[src/rtl/lcd_fill_sequencer.sv]
// Rectangle-fill engine: walks the SPI byte engine through CASET/PASET/RAMWR and N pixels of one colour.
// Latency: first byte (CASET) is offered the cycle after a valid start; done pulses the cycle after the last accept.
// Backpressure: tx_valid/tx_ready handshake; the offered byte holds stable while tx_ready is low; abort drops it.
//
// Ports:
//   clk, reset_n          - clock, synchronous active-low reset
//   start, abort          - fill request (sampled in IDLE only), cancel of an in-progress fill
//   x0, x1, y0, y1, color - inclusive rectangle corners and RGB565 fill colour, latched on a valid start
//   busy, done, error     - status: not IDLE, one-cycle completion pulse, one-cycle bad-rectangle pulse
//   tx_valid/tx_ready     - byte handshake to the SPI byte engine
//   tx_data, tx_dc        - byte to send and its LCD D/C level (0 = command, 1 = data)
//   tx_last               - marks the final pixel byte so the engine can release CS
module lcd_fill_sequencer #(
  parameter int unsigned COORD_W   = 9,
  parameter logic [7:0]  CMD_CASET = 8'h2A,
  parameter logic [7:0]  CMD_PASET = 8'h2B,
  parameter logic [7:0]  CMD_RAMWR = 8'h2C
) (
  input  logic               clk,
  input  logic               reset_n,
  input  logic               start,
  input  logic               abort,
  input  logic [COORD_W-1:0] x0,
  input  logic [COORD_W-1:0] x1,
  input  logic [COORD_W-1:0] y0,
  input  logic [COORD_W-1:0] y1,
  input  logic [15:0]        color,
  output logic               busy,
  output logic               done,
  output logic               error,
  output logic               tx_valid,
  input  logic               tx_ready,
  output logic [7:0]         tx_data,
  output logic               tx_dc,
  output logic               tx_last
);

  // Two extra bits so a full-span (2^COORD_W)^2 pixel count fits without wrapping.
  localparam int unsigned CNT_W = 2 * COORD_W + 2;

  typedef enum logic [3:0] {
    S_IDLE, S_CMD_X, S_ARG_X, S_CMD_Y, S_ARG_Y, S_CMD_W, S_PIX_HI, S_PIX_LO, S_DONE
  } state_e;

  state_e             state_q, state_d;
  logic [1:0]         arg_q, arg_d;
  logic [CNT_W-1:0]   pix_q, pix_d;
  logic               error_q, error_d;
  logic [COORD_W-1:0] x0_q, x1_q, y0_q, y1_q;
  logic [15:0]        color_q;

  logic               load;
  logic               accept;
  logic               rect_ok;
  logic [CNT_W-1:0]   span_x, span_y, area;
  logic [15:0]        x0_w, x1_w, y0_w, y1_w, arg_word;

  assign accept  = tx_valid && tx_ready;
  assign rect_ok = (x1 >= x0) && (y1 >= y0);
  assign span_x  = CNT_W'(x1) - CNT_W'(x0) + CNT_W'(1);
  assign span_y  = CNT_W'(y1) - CNT_W'(y0) + CNT_W'(1);
  assign area    = span_x * span_y;

  // Coordinates go out zero-extended to 16 bits, high byte first.
  assign x0_w = 16'(x0_q);
  assign x1_w = 16'(x1_q);
  assign y0_w = 16'(y0_q);
  assign y1_w = 16'(y1_q);

  always_ff @(posedge clk) begin
    if (!reset_n) begin
      state_q <= S_IDLE;
      arg_q   <= '0;
      pix_q   <= '0;
      error_q <= 1'b0;
      x0_q    <= '0;
      x1_q    <= '0;
      y0_q    <= '0;
      y1_q    <= '0;
      color_q <= '0;
    end else begin
      state_q <= state_d;
      arg_q   <= arg_d;
      pix_q   <= pix_d;
      error_q <= error_d;
      if (load) begin
        x0_q    <= x0;
        x1_q    <= x1;
        y0_q    <= y0;
        y1_q    <= y1;
        color_q <= color;
      end
    end
  end

  // Next-state logic.
  always_comb begin
    state_d = state_q;
    arg_d   = arg_q;
    pix_d   = pix_q;
    error_d = 1'b0;
    load    = 1'b0;
    case (state_q)
      S_IDLE: begin
        // Abort beats a simultaneous start, so a cancelled request never reports an error either.
        if (start && !abort) begin
          if (rect_ok) begin
            state_d = S_CMD_X;
            load    = 1'b1;
            pix_d   = area;
            arg_d   = 2'd0;
          end else begin
            error_d = 1'b1;
          end
        end
      end
      S_CMD_X: if (accept) state_d = S_ARG_X;
      S_ARG_X: if (accept) begin
        arg_d = arg_q + 2'd1;
        if (arg_q == 2'd3) state_d = S_CMD_Y;
      end
      S_CMD_Y: if (accept) state_d = S_ARG_Y;
      S_ARG_Y: if (accept) begin
        arg_d = arg_q + 2'd1;
        if (arg_q == 2'd3) state_d = S_CMD_W;
      end
      S_CMD_W:  if (accept) state_d = S_PIX_HI;
      S_PIX_HI: if (accept) state_d = S_PIX_LO;
      S_PIX_LO: if (accept) begin
        if (pix_q == CNT_W'(1)) begin
          state_d = S_DONE;
        end else begin
          pix_d   = pix_q - CNT_W'(1);
          state_d = S_PIX_HI;
        end
      end
      S_DONE:  state_d = S_IDLE;
      default: state_d = S_IDLE;
    endcase
    // Abort wins over any accept in the same cycle; the accepted byte still counts as sent.
    if (abort && (state_q != S_IDLE)) begin
      state_d = S_IDLE;
      arg_d   = 2'd0;
    end
  end

  // Outputs depend on registered state only, so they hold stable across a stall.
  always_comb begin
    busy     = (state_q != S_IDLE);
    done     = (state_q == S_DONE);
    error    = error_q;
    tx_valid = 1'b0;
    tx_data  = 8'h00;
    tx_dc    = 1'b0;
    tx_last  = 1'b0;
    arg_word = 16'h0000;
    case (state_q)
      S_CMD_X: begin
        tx_valid = 1'b1;
        tx_data  = CMD_CASET;
      end
      S_ARG_X: begin
        tx_valid = 1'b1;
        tx_dc    = 1'b1;
        arg_word = arg_q[1] ? x1_w : x0_w;
        tx_data  = arg_q[0] ? arg_word[7:0] : arg_word[15:8];
      end
      S_CMD_Y: begin
        tx_valid = 1'b1;
        tx_data  = CMD_PASET;
      end
      S_ARG_Y: begin
        tx_valid = 1'b1;
        tx_dc    = 1'b1;
        arg_word = arg_q[1] ? y1_w : y0_w;
        tx_data  = arg_q[0] ? arg_word[7:0] : arg_word[15:8];
      end
      S_CMD_W: begin
        tx_valid = 1'b1;
        tx_data  = CMD_RAMWR;
      end
      S_PIX_HI: begin
        tx_valid = 1'b1;
        tx_dc    = 1'b1;
        tx_data  = color_q[15:8];
      end
      S_PIX_LO: begin
        tx_valid = 1'b1;
        tx_dc    = 1'b1;
        tx_data  = color_q[7:0];
        tx_last  = (pix_q == CNT_W'(1));
      end
      default: begin
      end
    endcase
  end

endmodule

[config.mk]
export PLATFORM = sky130hd
export DESIGN_NAME = lcd_fill_sequencer
export DESIGN_NICKNAME = d
export VERILOG_FILES = /design/src/rtl/lcd_fill_sequencer.sv
export SDC_FILE = /design/constraint.sdc
export NUM_CORES = 1
export LEC_CHECK = 0
export ABC_AREA = 1
export BUFFER_PORTS_ARGS = -buffer_cell sky130_fd_sc_hd__buf_2
export CORE_ASPECT_RATIO = 1.75
export CORE_MARGIN = 3
export CORE_UTILIZATION = 62
export CTS_BUF_LIST = sky130_fd_sc_hd__clkbuf_4
export DETAILED_ROUTE_END_ITERATION = 12
export HOLD_SLACK_MARGIN = 0.05
export MAX_ROUTING_LAYER = met4
export PLACE_DENSITY = 0.85
export SYNTH_ARGS = -nofsm -noshare
export SYNTH_HDL_FRONTEND = slang
export SYNTH_SLANG_ARGS = --single-unit
[constraint.sdc]
create_clock -name clk -period 11.61 [get_ports clk]
set_input_delay 3.483 -clock clk [delete_from_list [all_inputs] [get_ports clk]]
set_output_delay 3.483 -clock clk [all_outputs]
set_load 0.005 [all_outputs]
=== Word level (Yosys, flattened, before mapping) ===
Cells that the tools add are included.
W data, S select, Z words.

* Add/sub/neg operators: 6
* $mul: 1
* $lt $le $gt $ge: 2
* Eq/ne operators: 23
* Multiplexer cells: 34
* Bitwise operators: 1
* Reduce and logical (&&, ||, !) cells: 17

{| class="wikitable"
|+ Operator list
! kind !! number
|-
| $mux W20 || 4
|-
| $pmux W8 S7 || 1
|-
| $mux W4 || 12
|-
| $pmux W20 S2 || 1
|-
| $pmux W4 S8 || 1
|-
| $ne A2 B2 Y1 const B || 12
|-
| $add A10 B2 Y11 const B || 2
|-
| $eq A20 B1 Y1 const B || 1
|-
| $mul A11 B11 Y20 || 1
|-
| $sub A20 B1 Y20 const B || 1
|-
| $sub A9 B9 Y10 || 2
|-
| $ge A9 B9 Y1 || 2
|-
| $mux W9 || 2
|-
| $eq A4 B3 Y1 const B || 4
|-
| $mux W8 || 2
|-
| $reduce_and A11 Y1 || 1
|-
| $eq A4 B2 Y1 const B || 2
|-
| $mux W1 || 7
|-
| $reduce_or A7 Y1 || 1
|-
| $mux W2 || 3
|-
| $reduce_and A5 Y1 || 1
|-
| $eq A4 B1 Y1 const B || 1
|-
| $eq A4 B4 Y1 const B || 1
|-
| $logic_and A1 B1 Y1 || 4
|-
| other kinds (13) || 15
|}

* Register bits after elaboration: 79
* Output and inout bits: 14

=== Depth between registers and ports, before layout ===
* Depth in word-level cells: 6
* Mapped depth: 39
* Depth with buffers taken out: 39

=== Worst setup path after synthesis ===
No wires, ideal clock.

* Path type: input -> register
* Start point: input port x1[0]
* End point: register pix_q[19]
* Arrival time: 9,354 ps
* Slack: 2,138 ps
* Stages: 35
* Buffers on the path: 0
* Path through: inv_1 > ha_1 > inv_1 > fa_1 > ha_1 > inv_1 > nor2_1 > nand3_1 > nor2_1 > nand2_1 > o21bai_1 > nand2_1 > inv_1 > nand2_1 > fa_1 > inv_1 > fa_1 > fa_1 > fa_1 > inv_1 > fa_1 > inv_1 > ha_1 > a21oi_1 > o21ai_0 > a221oi_1 > nand2_1 > inv_1 > nand2_1 > nand2_1 > inv_1 > nand2_1 > nand3_1 > nand2_1 > a21oi_2

* Longest elaborated chain between the ends: 6
* Elaborated cells between the ends (all ways): 10
* Classes of those cells: add/sub: 2; mul: 1; order compare: 1; eq/ne: 1; mux: 3; reduce/logical: 2

{| class="wikitable"
|+ RTL lines
! element !! RTL line !! text
|-
| start, declared || 24 || <nowiki>input logic [COORD_W-1:0] x1,</nowiki>
|-
| $sub A9 B9 Y10 || 60 || <nowiki>assign span_x = CNT_W'(x1) - CNT_W'(x0) + CNT_W'(1);</nowiki>
|-
| $add A10 B2 Y11 || 60 ||
|-
| $mul A11 B11 Y20 || 62 || <nowiki>assign area = span_x * span_y;</nowiki>
|-
| $mux W20 || 107 || <nowiki>if (rect_ok) begin</nowiki>
|-
| $mux W20 || 106 || <nowiki>if (start && !abort) begin</nowiki>
|-
| $pmux W20 S2 || 103 || <nowiki>case (state_q)</nowiki>
|-
| end signal, assigned || 84 || <nowiki>pix_q <= pix_d;</nowiki>
|-
| end, declared || 47 || <nowiki>logic [CNT_W-1:0] pix_q, pix_d;</nowiki>
|}

Several ways; a longest one is shown, not always the timed one. The select of a mux whose other input is x is not followed.
A chain may end at the register's enable or synchronous reset.

=== Worst setup path after layout ===
Same ends and word-level chain as after synthesis.

==> results.txt <==
DRC: 0
final wirelength: 27.0 mm
Final Core Density: 67.7%
min cycle time layout: 9.91 ns
CP max-delay cell: fa_1
CTS Sinks: 79
Layout Skew: 0.0327 ns
nets@finish: 1,704
met2 WL: 14.5 mm
gp weighted congestion: 0.978
main combinational cell family by area after synthesis: adder cells
CP Launch Type: primary input
Synth Area in XOR/XNOR: 2.60%
most frequent cells in the layout: inv_1 (287), nand2_1 (270), nor2_1 (206)
total number of vias: 9,332
global-route wire length before repair: 43.5 mm
total track usage: 32.9%
layout cells sized above 1: 9.01%
max_cap viols: 0
Main synth FF type: dfxtp_1
met1 WL: 9.30 mm
dpl hpwl: 22.3 mm
Setup Total Neg Slack: 0 ns
Yosys reg bits: 79
Mapped Area: 0.00978 mm2
Compound-Gate Fraction of Synth Area: 12.0%
Synth Instances: 1,420
Crit. End Element: flop
cts bufs inserted: 9
commonest non-fill, non-tap cell in the layout: inv_1
final setup violation count: 0
vias per std cell: 5.61
Die H: 172 um
Setup Fix Bufs, Post-CTS: 0
CTS tree: yes
Routed Antenna Nets: 0
Max Fclk: 101 MHz
endpoints failing hold: 0
post-synthesis adder-cell area fraction: 30.9%
worst slack, placed: 1.23 ns
Area Overhead vs Synth: 6.50%
Yosys cell types: 48
most used cell, CP: inv_1
fillcell total: 1,357
DR top layer: met4
crit share post-route: 85.3%
total gr overflow: 0
Avg Inst Size Synth: 6.89 um2
crit path kind: primary input to flop
Final Hold Slack: 0.495 ns
Rows: 60
critical path peak fanout: 7
Post-Synth Simple-Gate Area: 25.2%
Slew @ Worst Pin: 1.09 ns
asr flop ratio synth: 0%
RSZ-0062 raised after global routing: no
IO Count: 71
Final Slew Violations: 0
CP Data Required Time: 12.04 ns
WL per Instance: 16.2 um
clk slew on worst S/H paths: 0.19 ns
arrival time worst endpoint: 10.33 ns
CP peak stage delay: 0.54 ns
fin worst setup slack: 1.70 ns
Buf/Inv on CP: 9
Seq/Total Area, Yosys: 16.2%
Hold Path Class: flop to flop
met3 routed WL: 1.24 mm
initial antenna violation count: 1
Post-CTS Hold Buffers: 0
Post-CTS Resized: 0
Ys Warns: 0
Worst-Skew Late Latency: 0.47 ns
multiplexer share of the synthesized area: 0.102%
pin count of the biggest net entering global routing: 74
H-tree level count: 3
Max-slew headroom: 27.5%
Root Driver: clkbuf_4
core area: 0.0154 mm2
status: finished clean
drt pass-1 iters: 5
delay-heaviest family, CP: adder cells
Starting Density: 63.6%
Die Wd: 101 um
Post-synth EDFFs: 0
number of global-route vias before repair: 9,357
port buffer count: 70
Initial DRC Count: 530
Clock Path Buffers: 2
Mapped Nets: 1,653
die area: 0.0174 mm2
[cells in the mapped netlist, types with 3 or more instances]
cell	number	area, um2
a211oi_1	4	30.0
a21oi_1	76	380
a21oi_2	3	26.3
a221oi_1	6	52.6
a31oi_1	8	50.1
buf_2	10	50.1
buf_4	3	22.5
clkbuf_1	19	71.3
clkinv_1	6	22.5
dfxtp_1	79	1580
fa_1	109	2180
ha_1	67	838
inv_1	287	1080
inv_2	6	22.5
nand2_1	270	1010
nand2_2	15	93.8
nand3_1	48	240
nand3_2	4	40.0
nand3b_1	3	22.5
nand4_1	15	93.8
nor2_1	207	777
nor2_2	8	50.1
nor3_1	10	50.1
nor4_1	4	25.0
o211ai_1	4	30.0
o21ai_0	89	445
o21ai_1	4	20.0
o21bai_1	4	30.0
xnor2_1	16	140
xor2_1	13	114
[layer usage]
| metal | GRT usage (%) | vias up |
|---|---|---|
| met5 | - | - |
| met3 | 3.51 | 118 |
| met1 | 33.0 | 4364 |
| li1 | - | 4483 |
| met2 | 59.7 | 367 |
| met4 | 20.7 | 0 |
[state kept, by name (all words and copies together), names as in the netlist]
name / count
arg_q: 2
x1_q: 9
color_q: 16
state_q: 4
pix_q: 20
x0_q: 9
error: 1
y1_q: 9
y0_q: 9
[final timing paths]
path                                              start                      to  slack, ns  cells past startpoint
worst max-delay path                              x1[0]  pix_q[19]$_SDFFE_PN0P_       1.70                     35
worst max register to register  state_q[2]$_SDFFE_PP0P_  pix_q[11]$_SDFFE_PN0P_       8.63                     11
worst min-delay path               x0_q[0]$_SDFFE_PN0P_    x0_q[0]$_SDFFE_PN0P_       0.49                      2
worst min register to register     x0_q[0]$_SDFFE_PN0P_    x0_q[0]$_SDFFE_PN0P_       0.49                      2
[metrics by stage]
step                      std cells  instance area, um2
after CTS                      1662               10400
after floorplan                1420                9780
after detailed placement       1646               10200
final                          1663               10400
after global routing           1663               10400
after global placement         1646               10200
[cells by family after synthesis]
group / after synthesis
compound gates: 211
xor+xnor: 29
fa+ha+maj: 176
buf+inv: 333
flops: 79
mux: 1
simple gates: 591
[layout make-up]
cell class                 count  area (um2)  area share [%]
sequential                    79        1580            15.2
multi-input combinational   1008        6920            66.5
tap                          186         233            2.23
timing repair buffer          74         380            3.65
clock inverter                 7         109            1.04
antenna                        1        2.50          0.0240
inverter                     299        1120            10.8
clock buffer                   9        67.6           0.648
[worst register-to-register path, delay by kind of cell (launching register included)]
kind                   cells  cell delay, ns
AO/OA/AOI/OAI              2            0.44
flip-flops                 1            0.38
AND/OR/NAND/NOR            5            1.07
buffers and inverters      4            1.02
Power is left out: the tool's default activity adds up to more than one toggle a clock period on the data nets, which glitch-free logic cannot reach.
